==> src/rtl/dtm_jtag.sv <==
// JTAG debug transport module: oversampled TAP with IDCODE/DTMCS/DMI/BYPASS registers driving a DMI requester.
// Optional IDCODE register enabled by defining DTM_IDCODE_EN (otherwise opcode 0x01 and IR reset select BYPASS).
module dtm_jtag #(
    parameter logic [31:0] IDCODE = 32'h1000_0001,
    parameter int          ABITS  = 7
) (
    input  logic             clk,
    input  logic             reset,
    input  logic             jtag_tck,
    input  logic             jtag_tms,
    input  logic             jtag_tdi,
    output logic             jtag_tdo,
    output logic             dmi_valid,
    input  logic             dmi_ready,
    output logic             dmi_write,
    output logic [ABITS-1:0] dmi_addr,
    output logic [31:0]      dmi_wdata,
    input  logic [31:0]      dmi_rdata
);

    localparam int DR_W = ABITS + 34;

`ifdef DTM_IDCODE_EN
    localparam logic [4:0] IR_RESET = 5'h01;
`else
    localparam logic [4:0] IR_RESET = 5'h1F;
`endif

    typedef enum logic [3:0] {
        TAP_TLR, TAP_RTI, TAP_SEL_DR, TAP_CAP_DR, TAP_SHIFT_DR, TAP_EXIT1_DR,
        TAP_PAUSE_DR, TAP_EXIT2_DR, TAP_UPD_DR, TAP_SEL_IR, TAP_CAP_IR,
        TAP_SHIFT_IR, TAP_EXIT1_IR, TAP_PAUSE_IR, TAP_EXIT2_IR, TAP_UPD_IR
    } tap_state_e;

    typedef enum logic [1:0] {DR_BYPASS, DR_IDCODE, DR_DTMCS, DR_DMI} dr_sel_e;

    logic tck_s1_q, tck_s2_q, tck_s3_q;
    logic tms_s1_q, tms_s2_q;
    logic tdi_s1_q, tdi_s2_q;
    logic tck_rise, tck_fall;

    tap_state_e        tap_q, tap_d, tap_next;
    logic [4:0]        ir_q, ir_d;
    logic [4:0]        ir_shift_q, ir_shift_d;
    logic [DR_W-1:0]   dr_shift_q, dr_shift_d;
    logic [1:0]        dmistat_q, dmistat_d;
    logic [31:0]       rdata_q, rdata_d;
    logic              tdo_q, tdo_d;
    logic              dmi_valid_q, dmi_valid_d;
    logic              dmi_write_q, dmi_write_d;
    logic [ABITS-1:0]  dmi_addr_q, dmi_addr_d;
    logic [31:0]       dmi_wdata_q, dmi_wdata_d;

    dr_sel_e           dr_sel;
    logic              xfer, busy;
    logic [31:0]       dtmcs_cap;
    logic [1:0]        upd_op;

    // Shift tdi into the MSB of whichever register is active; the rest moves one bit toward the LSB.
    function automatic logic [DR_W-1:0] shift_dr(input logic [DR_W-1:0] cur, input logic bit_in,
                                                 input dr_sel_e sel);
        logic [DR_W-1:0] r;
        r = cur >> 1;
        case (sel)
            DR_BYPASS: r[0] = bit_in;
            DR_DMI:    r[DR_W-1] = bit_in;
            default:   r[31] = bit_in;
        endcase
        return r;
    endfunction

    assign tck_rise = tck_s2_q & ~tck_s3_q;
    assign tck_fall = ~tck_s2_q & tck_s3_q;

    assign xfer = dmi_valid_q & dmi_ready;
    assign busy = dmi_valid_q & ~dmi_ready;

    assign dtmcs_cap = {17'b0, 3'd1, dmistat_q, 6'(ABITS), 4'd1};
    assign upd_op    = dr_shift_q[1:0];

    always_comb begin
        dr_sel = DR_BYPASS;
        case (ir_q)
`ifdef DTM_IDCODE_EN
            5'h01:   dr_sel = DR_IDCODE;
`endif
            5'h10:   dr_sel = DR_DTMCS;
            5'h11:   dr_sel = DR_DMI;
            default: dr_sel = DR_BYPASS;
        endcase
    end

    always_comb begin
        tap_next = tap_q;
        case (tap_q)
            TAP_TLR:      tap_next = tms_s2_q ? TAP_TLR      : TAP_RTI;
            TAP_RTI:      tap_next = tms_s2_q ? TAP_SEL_DR   : TAP_RTI;
            TAP_SEL_DR:   tap_next = tms_s2_q ? TAP_SEL_IR   : TAP_CAP_DR;
            TAP_CAP_DR:   tap_next = tms_s2_q ? TAP_EXIT1_DR : TAP_SHIFT_DR;
            TAP_SHIFT_DR: tap_next = tms_s2_q ? TAP_EXIT1_DR : TAP_SHIFT_DR;
            TAP_EXIT1_DR: tap_next = tms_s2_q ? TAP_UPD_DR   : TAP_PAUSE_DR;
            TAP_PAUSE_DR: tap_next = tms_s2_q ? TAP_EXIT2_DR : TAP_PAUSE_DR;
            TAP_EXIT2_DR: tap_next = tms_s2_q ? TAP_UPD_DR   : TAP_SHIFT_DR;
            TAP_UPD_DR:   tap_next = tms_s2_q ? TAP_SEL_DR   : TAP_RTI;
            TAP_SEL_IR:   tap_next = tms_s2_q ? TAP_TLR      : TAP_CAP_IR;
            TAP_CAP_IR:   tap_next = tms_s2_q ? TAP_EXIT1_IR : TAP_SHIFT_IR;
            TAP_SHIFT_IR: tap_next = tms_s2_q ? TAP_EXIT1_IR : TAP_SHIFT_IR;
            TAP_EXIT1_IR: tap_next = tms_s2_q ? TAP_UPD_IR   : TAP_PAUSE_IR;
            TAP_PAUSE_IR: tap_next = tms_s2_q ? TAP_EXIT2_IR : TAP_PAUSE_IR;
            TAP_EXIT2_IR: tap_next = tms_s2_q ? TAP_UPD_IR   : TAP_SHIFT_IR;
            TAP_UPD_IR:   tap_next = tms_s2_q ? TAP_SEL_DR   : TAP_RTI;
            default:      tap_next = TAP_TLR;
        endcase
    end

    always_comb begin
        tap_d       = tap_q;
        ir_d        = ir_q;
        ir_shift_d  = ir_shift_q;
        dr_shift_d  = dr_shift_q;
        dmistat_d   = dmistat_q;
        rdata_d     = rdata_q;
        tdo_d       = tdo_q;
        dmi_valid_d = dmi_valid_q;
        dmi_write_d = dmi_write_q;
        dmi_addr_d  = dmi_addr_q;
        dmi_wdata_d = dmi_wdata_q;

        // Retire the transfer before any TAP action so a same-cycle capture/update sees it done.
        if (xfer) begin
            dmi_valid_d = 1'b0;
            if (!dmi_write_q) begin
                rdata_d = dmi_rdata;
            end
        end

        if (tck_rise) begin
            tap_d = tap_next;
            case (tap_q)
                TAP_TLR:      ir_d = IR_RESET;
                TAP_CAP_IR:   ir_shift_d = 5'b00001;
                TAP_SHIFT_IR: ir_shift_d = {tdi_s2_q, ir_shift_q[4:1]};
                TAP_UPD_IR:   ir_d = ir_shift_q;
                TAP_CAP_DR: begin
                    case (dr_sel)
                        DR_IDCODE: dr_shift_d = {{(DR_W-32){1'b0}}, IDCODE};
                        DR_DTMCS:  dr_shift_d = {{(DR_W-32){1'b0}}, dtmcs_cap};
                        DR_DMI: begin
                            dr_shift_d = {dmi_addr_q, rdata_d, (busy ? 2'd3 : dmistat_q)};
                            if (busy) begin
                                dmistat_d = 2'd3;
                            end
                        end
                        default:   dr_shift_d = '0;
                    endcase
                end
                TAP_SHIFT_DR: dr_shift_d = shift_dr(dr_shift_q, tdi_s2_q, dr_sel);
                TAP_UPD_DR: begin
                    if (dr_sel == DR_DTMCS) begin
                        if (dr_shift_q[16] || dr_shift_q[17]) begin
                            dmistat_d = 2'd0;
                        end
                    end else if (dr_sel == DR_DMI) begin
                        if (busy) begin
                            dmistat_d = 2'd3;
                        end else if (dmistat_q == 2'd0 && (upd_op == 2'd1 || upd_op == 2'd2)) begin
                            dmi_valid_d = 1'b1;
                            dmi_write_d = (upd_op == 2'd2);
                            dmi_addr_d  = dr_shift_q[DR_W-1 -: ABITS];
                            dmi_wdata_d = dr_shift_q[33:2];
                        end
                    end
                end
                default: ;
            endcase
        end

        if (tck_fall) begin
            if (tap_q == TAP_SHIFT_IR) begin
                tdo_d = ir_shift_q[0];
            end else if (tap_q == TAP_SHIFT_DR) begin
                tdo_d = dr_shift_q[0];
            end
        end
    end

    always_ff @(posedge clk) begin
        if (reset) begin
            tck_s1_q    <= 1'b0;
            tck_s2_q    <= 1'b0;
            tck_s3_q    <= 1'b0;
            tms_s1_q    <= 1'b0;
            tms_s2_q    <= 1'b0;
            tdi_s1_q    <= 1'b0;
            tdi_s2_q    <= 1'b0;
            tap_q       <= TAP_TLR;
            ir_q        <= IR_RESET;
            dmistat_q   <= 2'd0;
            rdata_q     <= 32'd0;
            tdo_q       <= 1'b0;
            dmi_valid_q <= 1'b0;
            dmi_write_q <= 1'b0;
            dmi_addr_q  <= '0;
            dmi_wdata_q <= 32'd0;
        end else begin
            tck_s1_q    <= jtag_tck;
            tck_s2_q    <= tck_s1_q;
            tck_s3_q    <= tck_s2_q;
            tms_s1_q    <= jtag_tms;
            tms_s2_q    <= tms_s1_q;
            tdi_s1_q    <= jtag_tdi;
            tdi_s2_q    <= tdi_s1_q;
            tap_q       <= tap_d;
            ir_q        <= ir_d;
            dmistat_q   <= dmistat_d;
            rdata_q     <= rdata_d;
            tdo_q       <= tdo_d;
            dmi_valid_q <= dmi_valid_d;
            dmi_write_q <= dmi_write_d;
            dmi_addr_q  <= dmi_addr_d;
            dmi_wdata_q <= dmi_wdata_d;
        end
    end

    // Shift registers are always loaded by a capture before use, so they need no reset.
    always_ff @(posedge clk) begin
        ir_shift_q <= ir_shift_d;
        dr_shift_q <= dr_shift_d;
    end

    assign jtag_tdo  = tdo_q;
    assign dmi_valid = dmi_valid_q;
    assign dmi_write = dmi_write_q;
    assign dmi_addr  = dmi_addr_q;
    assign dmi_wdata = dmi_wdata_q;

endmodule

==> config.mk <==
export PLATFORM = sky130hd
export DESIGN_NAME = dtm_jtag
export DESIGN_NICKNAME = d
export VERILOG_FILES = /design/src/rtl/dtm_jtag.sv
export SDC_FILE = /design/constraint.sdc
export NUM_CORES = 1
export LEC_CHECK = 0
export CORE_MARGIN = 2
export CORE_UTILIZATION = 35
export CTS_CLUSTER_DIAMETER = 80
export DETAILED_ROUTE_END_ITERATION = 10
export DONT_BUFFER_PORTS = 1
export HOLD_SLACK_MARGIN = 0.08
export PLACE_DENSITY = 0.53
export REMOVE_ABC_BUFFERS = 1
export SYNTH_ARGS = -nofsm -noshare
export SYNTH_HDL_FRONTEND = slang
export SYNTH_SLANG_ARGS = --single-unit
export TNS_END_PERCENT = 10
==> constraint.sdc <==
create_clock -name clk -period 5.6 [get_ports clk]
set_input_delay 1.4 -clock clk [delete_from_list [all_inputs] [get_ports clk]]
set_output_delay 1.4 -clock clk [all_outputs]
set_load 0.005 [all_outputs]
Yosys cells after proc, flatten, opt, wreduce, memory -nomap -nowiden. Cells that the tools add are included. Widths: inputs -> output; s select.

Muxes and demuxes: 37. Add/sub/neg operators: 0. Reduce and logical (&&, ||, !) cells: 21. Multiply operators: 0. Shift operators: 0. Div/mod/pow operators: 0. Equal/unequal tests: 23. Bitwise operators: 9. Order comparisons: 0.

Operator list (count): $pmux 41 s3 (1); $pmux 41 s2 (1); $mux 32 (2); $pmux 4 s12 (1); $eq 4x4->1 const B (8); $pmux 5 s2 (2); $eq 4x3->1 const B (4); $mux 4 (4); $mux 1 (15); $mux 2 (7); $eq 5x5->1 const B (2); $reduce_bool 2->1 (5); $eq 4x2->1 const B (2); $pmux 2 s2 (2); $reduce_and 2->1 (4); $eq 2x2->1 const B (3); $mux 3 (2); $reduce_and 6->1 (1); $reduce_or 2->1 (3); $not 1->1 (5); $and 1x1->1 (4); $eq 2x1->1 const B (2); $eq 4x1->1 const B (1); $logic_not 2->1 (2); 6 further kinds (7).

Input bits: 38. ROM bits: 0. Bits in latches: 0. RAM bits: 0. Logic and storage cells: 108. Memories kept: 0. Bits in registers: 138. Output and inout bits: 42.

Logic depth before layout (Yosys ltp).
Depth after elaboration: 9. Gate-level depth with buffers: 7. Gate-level depth less buffers: 5.

Worst setup path before layout. Ideal clock, no wire load.

Path type: register to register. From: register tap_q[0]. To: register dr_shift_q[0], enable pin. Buffers on the path: 2. Arrival: 3.791 ns. Cell stages (with the launch flop): 7. Setup time: 0.490 ns. Setup slack: 1.319 ns. Data required time: 5.110 ns. Period minus slack after synthesis: 4.281 ns. Path through: dfxtp_1 buf_6 clkbuf_1 inv_1 nor3_1 a21oi_1 nor3_1.

Word-level cells in the longest chain between the ends: 3. Elaborated cells on any way between the ends: 4. Those cells by class: eq/ne: 2; reduce/logical: 2.

RTL lines: from (decl) (RTL line 42) `tap_state_e tap_q, tap_d, tap_next;`; from (signal assigned) (RTL line 213) `tap_q <= tap_d;`; $eq 4x3->1 / $eq 4x2->1 (equally long branches) (RTL line 139) `case (tap_q)`; $reduce_bool 2->1 (no line) *; $reduce_and 2->1 (no line) *; to (signal assigned) (RTL line 228) `dr_shift_q <= dr_shift_d;`; to (decl) (RTL line 45) `logic [DR_W-1:0] dr_shift_q, dr_shift_d;`.

Every way passes the cells marked *; elsewhere a longest branch is shown, timed or not. A chain may end at the register's enable or synchronous reset.

Worst setup path after layout.
From: register tap_q[2]. To: register dr_shift_q[29] (data pin).

Word-level cells in the longest chain between the ends: 2. Elaborated cells on any way between the ends: 3. Those cells by class: eq/ne: 2; mux: 1.

RTL lines (RTL line): $eq 4x3->1 / $eq 4x2->1 (equally long branches) (139); $pmux 41 s2 * (139).

Marks and branches as above.

==> flow_metrics.py <==
metrics = {
    "logic_synthesis": {
        "synth_top_area_frac": 0.307,
        "synth_mux_area_frac": 0.125,
        "synth-seq-cells": 138,
        "synth_fa_ha_area_frac": 0.00208,
        "yosys-top-cells-area": "dfxtp_1 31%, edfxtp_1 23%, mux2i_1 12%, or2b_1 6.0%, nand2b_1 4.0%",
        "synth-edff-count": 46,
        "async_reset_ff_frac": 0,
        "synth.distinct_cells": 54,
        "synth.most_common_cell": "dfxtp_1",
        "synth_xor_area_frac": 0,
        "synth-simple-area-share": 0.217,
        "synth_common_cells": "92 x dfxtp_1, 74 x mux2i_1, 49 x nand2_1",
        "synth_compound_area_frac": 0.0728,
        "ys_seq_area_frac": 0.537,
        "yosys_warnings": 0,
        "synth_flop_cell": "dfxtp_1",
        "syn-mean-instance-area_um2": 10.8,
        "synthCells": 558,
        "synth_area_um2": 6000,
        "synth_top_cell_by_area": "dfxtp_1",
        "synth_top_family_by_area": "simple AND/OR/NAND/NOR gates",
    },
    "sta": {
        "rsz0062_at_grt": "false",
        "post-route-period-util": 0.490,
        "setup_viol": 0,
        "setup_tns_ns": 0,
        "hold_viol_final": 0,
        "relSlewSlack": 0.369,
        "clock-skew-final_ns": 0.0143,
        "slew_viol_final": 0,
        "fmax_mhz": 365,
        "period_needed_ns": 2.74,
        "worstMarginPinSlew_ns": 0.945,
    },
    "drt": {
        "via_count": 3826,
        "routed-wl-met3_um": 749,
        "drtIter0Drc": 224,
        "drc": 0,
        "vias_per_cell": 4.95,
        "ant_nets": 0,
        "first_pass_iters": 4,
        "dr_wl_met2_um": 5670,
        "wl_per_cell_um": 16.2,
        "totalWireLength_um": 12600,
        "wl_met1_um": 5850,
        "topRoutingLayerUsed": "met4",
    },
    "power": {
        "p_seq_frac": 0.500,
        "power_uw": 2070,
        "power_density_nw_per_um2": 313,
        "ir_worst_vdd_v": 0.000217,
        "swShare": 0.195,
        "p_clk_frac": 0.491,
        "p_leak_uw": 0.00244,
        "netSwitchingPower_uw": 405,
        "internal_power_uw": 1670,
        "p_comb_frac": 0.009,
    },
    "clock_network": {
        "clock_latency_ns": 0.43,
        "clock-sinks": 138,
        "cts.clk_slew.worst_paths_ns": 0.05,
        "cts.htree.levels": 4,
        "post-cts-setup-buffer-count": 0,
        "clockBufferDepth": 2,
        "clockRootBuffer": "clkbuf_16",
        "cts_resized": 0,
        "cts_tree": "done",
        "cts_buffers": 17,
        "postCtsHoldBufs": 0,
    },
    "floorplanning": {
        "initial_core_util": 0.359,
        "coreArea_um2": 16700,
        "row_count": 47,
        "dieArea_um2": 18200,
        "io_pins": 80,
        "die_w_um": 135,
        "dieHeight_um": 135,
    },
    "layout": {
        "antenna_cells": 0,
        "layout-drive-gt1-share": 0.0778,
        "area_growth_pct": 10.0,
        "multi_input_area_um2": 2520,
        "num-nets-final": 579,
        "stdcell_count": 773,
        "design_area_um2": 6600,
        "seq_area_um2": 3220,
        "post-route-util": 0.395,
        "n_fill_cell": 1639,
    },
    "place": {
        "gp_congestion": 0.735,
        "port_buffers": 0,
        "placedCellCount": 741,
        "place_area_um2": 6070,
        "dp_hpwl_um": 7770,
    },
    "setup_path": {
        "cp_max_fo": 26,
        "ff2ff_path_depth": 3,
        "regToRegEndpoint": "dr_shift_q[29]",
        "worstPathRequired_ns": 5.73,
        "crit_arrival_ns": 2.87,
        "crit_slowest_cell": "nand3_1",
        "start_kind": "flop",
        "cpLargestDelayFamily": "simple AND/OR/NAND/NOR gates",
        "endpoint_kind": "flop",
        "crit_buf_inv": 0,
        "r2r_slack_ns": 2.86,
        "criticalPathCategory": "flop to flop",
        "crit_chain": "or4b_1, nand3_1, o21ai_0",
        "r2r_start": "tap_q[2]",
        "critPathMaxStageDelay_ns": 0.81,
    },
    "grt": {
        "gr-total-overflow": 0,
        "antenna_found_initial": 0,
        "grt_max_degree": 132,
        "grt_pass1_wl_um": 19900,
        "grt_usage": 0.142,
        "grt_pass1_vias": 3788,
    },
    "min_path": {
        "hold_start": "tck_s1_q",
        "hp-class": "flop to flop",
        "min_to": "tck_s2_q",
        "hold_depth": 1,
    },
    "outcome": {
        "outcome": "complete, no violations",
    },
    "run": {
        "cap_viol_max_count": 0,
    },
}
## per-stage QoR
| stage | worst slack [ns] | hold WS, ns |
|---|---|---|
| final | 2.86 | 0.438 |
| after global routing | 2.62 | 0.454 |
| after CTS | 2.78 | 0.438 |
| after detailed placement | 2.58 | 0.424 |
| after global placement | 2.64 | 0.422 |
| after floorplan | 1.36 | 0.414 |
## worst max-delay path by stage
| stage | startpoint | to | slack, ns | cells past startpoint |
|---|---|---|---|---|
| 2_1_floorplan | tap_q[1] | dr_shift_q[0] | 1.36 | 4 |
| 3_3_place_gp | dmi_ready | dr_shift_q[28] | 2.64 | 4 |
| 3_5_place_dp | dmi_ready | dr_shift_q[19] | 2.58 | 4 |
| 4_1_cts | tap_q[2] | dr_shift_q[28] | 2.78 | 3 |
| 5_1_grt | tap_q[2] | dr_shift_q[19] | 2.62 | 3 |
| 6_report | tap_q[2] | dr_shift_q[29] | 2.86 | 3 |
## layout by cell type (no fill, tap or decap), types with 2 or more instances in the layout
cell	instances
or2b_1	48
edfxtp_1	46
a21oi_1	8
nand2b_1	38
clkbuf_1	7
a22o_1	4
inv_1	6
a211oi_1	2
o21ai_0	39
clkinv_2	3
nand2_1	49
or2b_2	4
nor3_1	5
a221oi_1	2
mux2i_1	74
clkbuf_8	5
o22ai_1	8
and2_1	6
buf_4	4
nand3b_1	4
nor2_1	41
clkbuf_16	17
nor2b_1	8
o21a_1	2
a2111oi_0	2
nand4_1	2
dfxtp_1	92
## flip-flops by register name, summed over array words and instances, names as in the netlist, 2 cells and up
register	cells
rdata_q	32
dmi_addr	7
dr_shift_q	41
dmi_wdata	32
dmistat_q	2
tap_q	4
ir_shift_q	5
ir_q	5
## power by group through the flow
stage / Clock (uW) / Combinational (uW) / Sequential [uW]
3_3_place_gp: 0 / 18.6 / 1060
2_1_floorplan: 0 / 16.9 / 1050
5_1_grt: 1080 / 21.1 / 1030
4_1_cts: 1040 / 18.9 / 1030
6_report: 1020 / 18.7 / 1030
3_5_place_dp: 0 / 18.9 / 1060
## per-layer routing
metal / global-route usage / vias to the layer above
met5: 0 / -
met4: 0.0694 / 0
met2: 0.219 / 86
met1: 0.179 / 1844
li1: - / 1874
met3: 0.0492 / 22
## kinds of logic (layout without fill, tap and decap cells)
| family | Yosys count | after routing |
|---|---|---|
| adder cells (fa/ha/maj) | 1 | 1 |
| AND/OR/NAND/NOR | 224 | 224 |
| flip-flops | 138 | 138 |
| AO/OA/AOI/OAI | 73 | 73 |
| buffers and inverters | 47 | 42 |
| multiplexers | 75 | 75 |
## area by class of cell
type | instances | area share
clock inverters | 3 | 0.00227
clock buffers | 29 | 0.0788
inverters | 6 | 0.00341
well taps | 220 | 0.0417
flip-flops and latches | 138 | 0.488
multi-input cells | 373 | 0.381
repair buffers | 4 | 0.00455
Note: power is estimated with default switching activity, not from simulation.
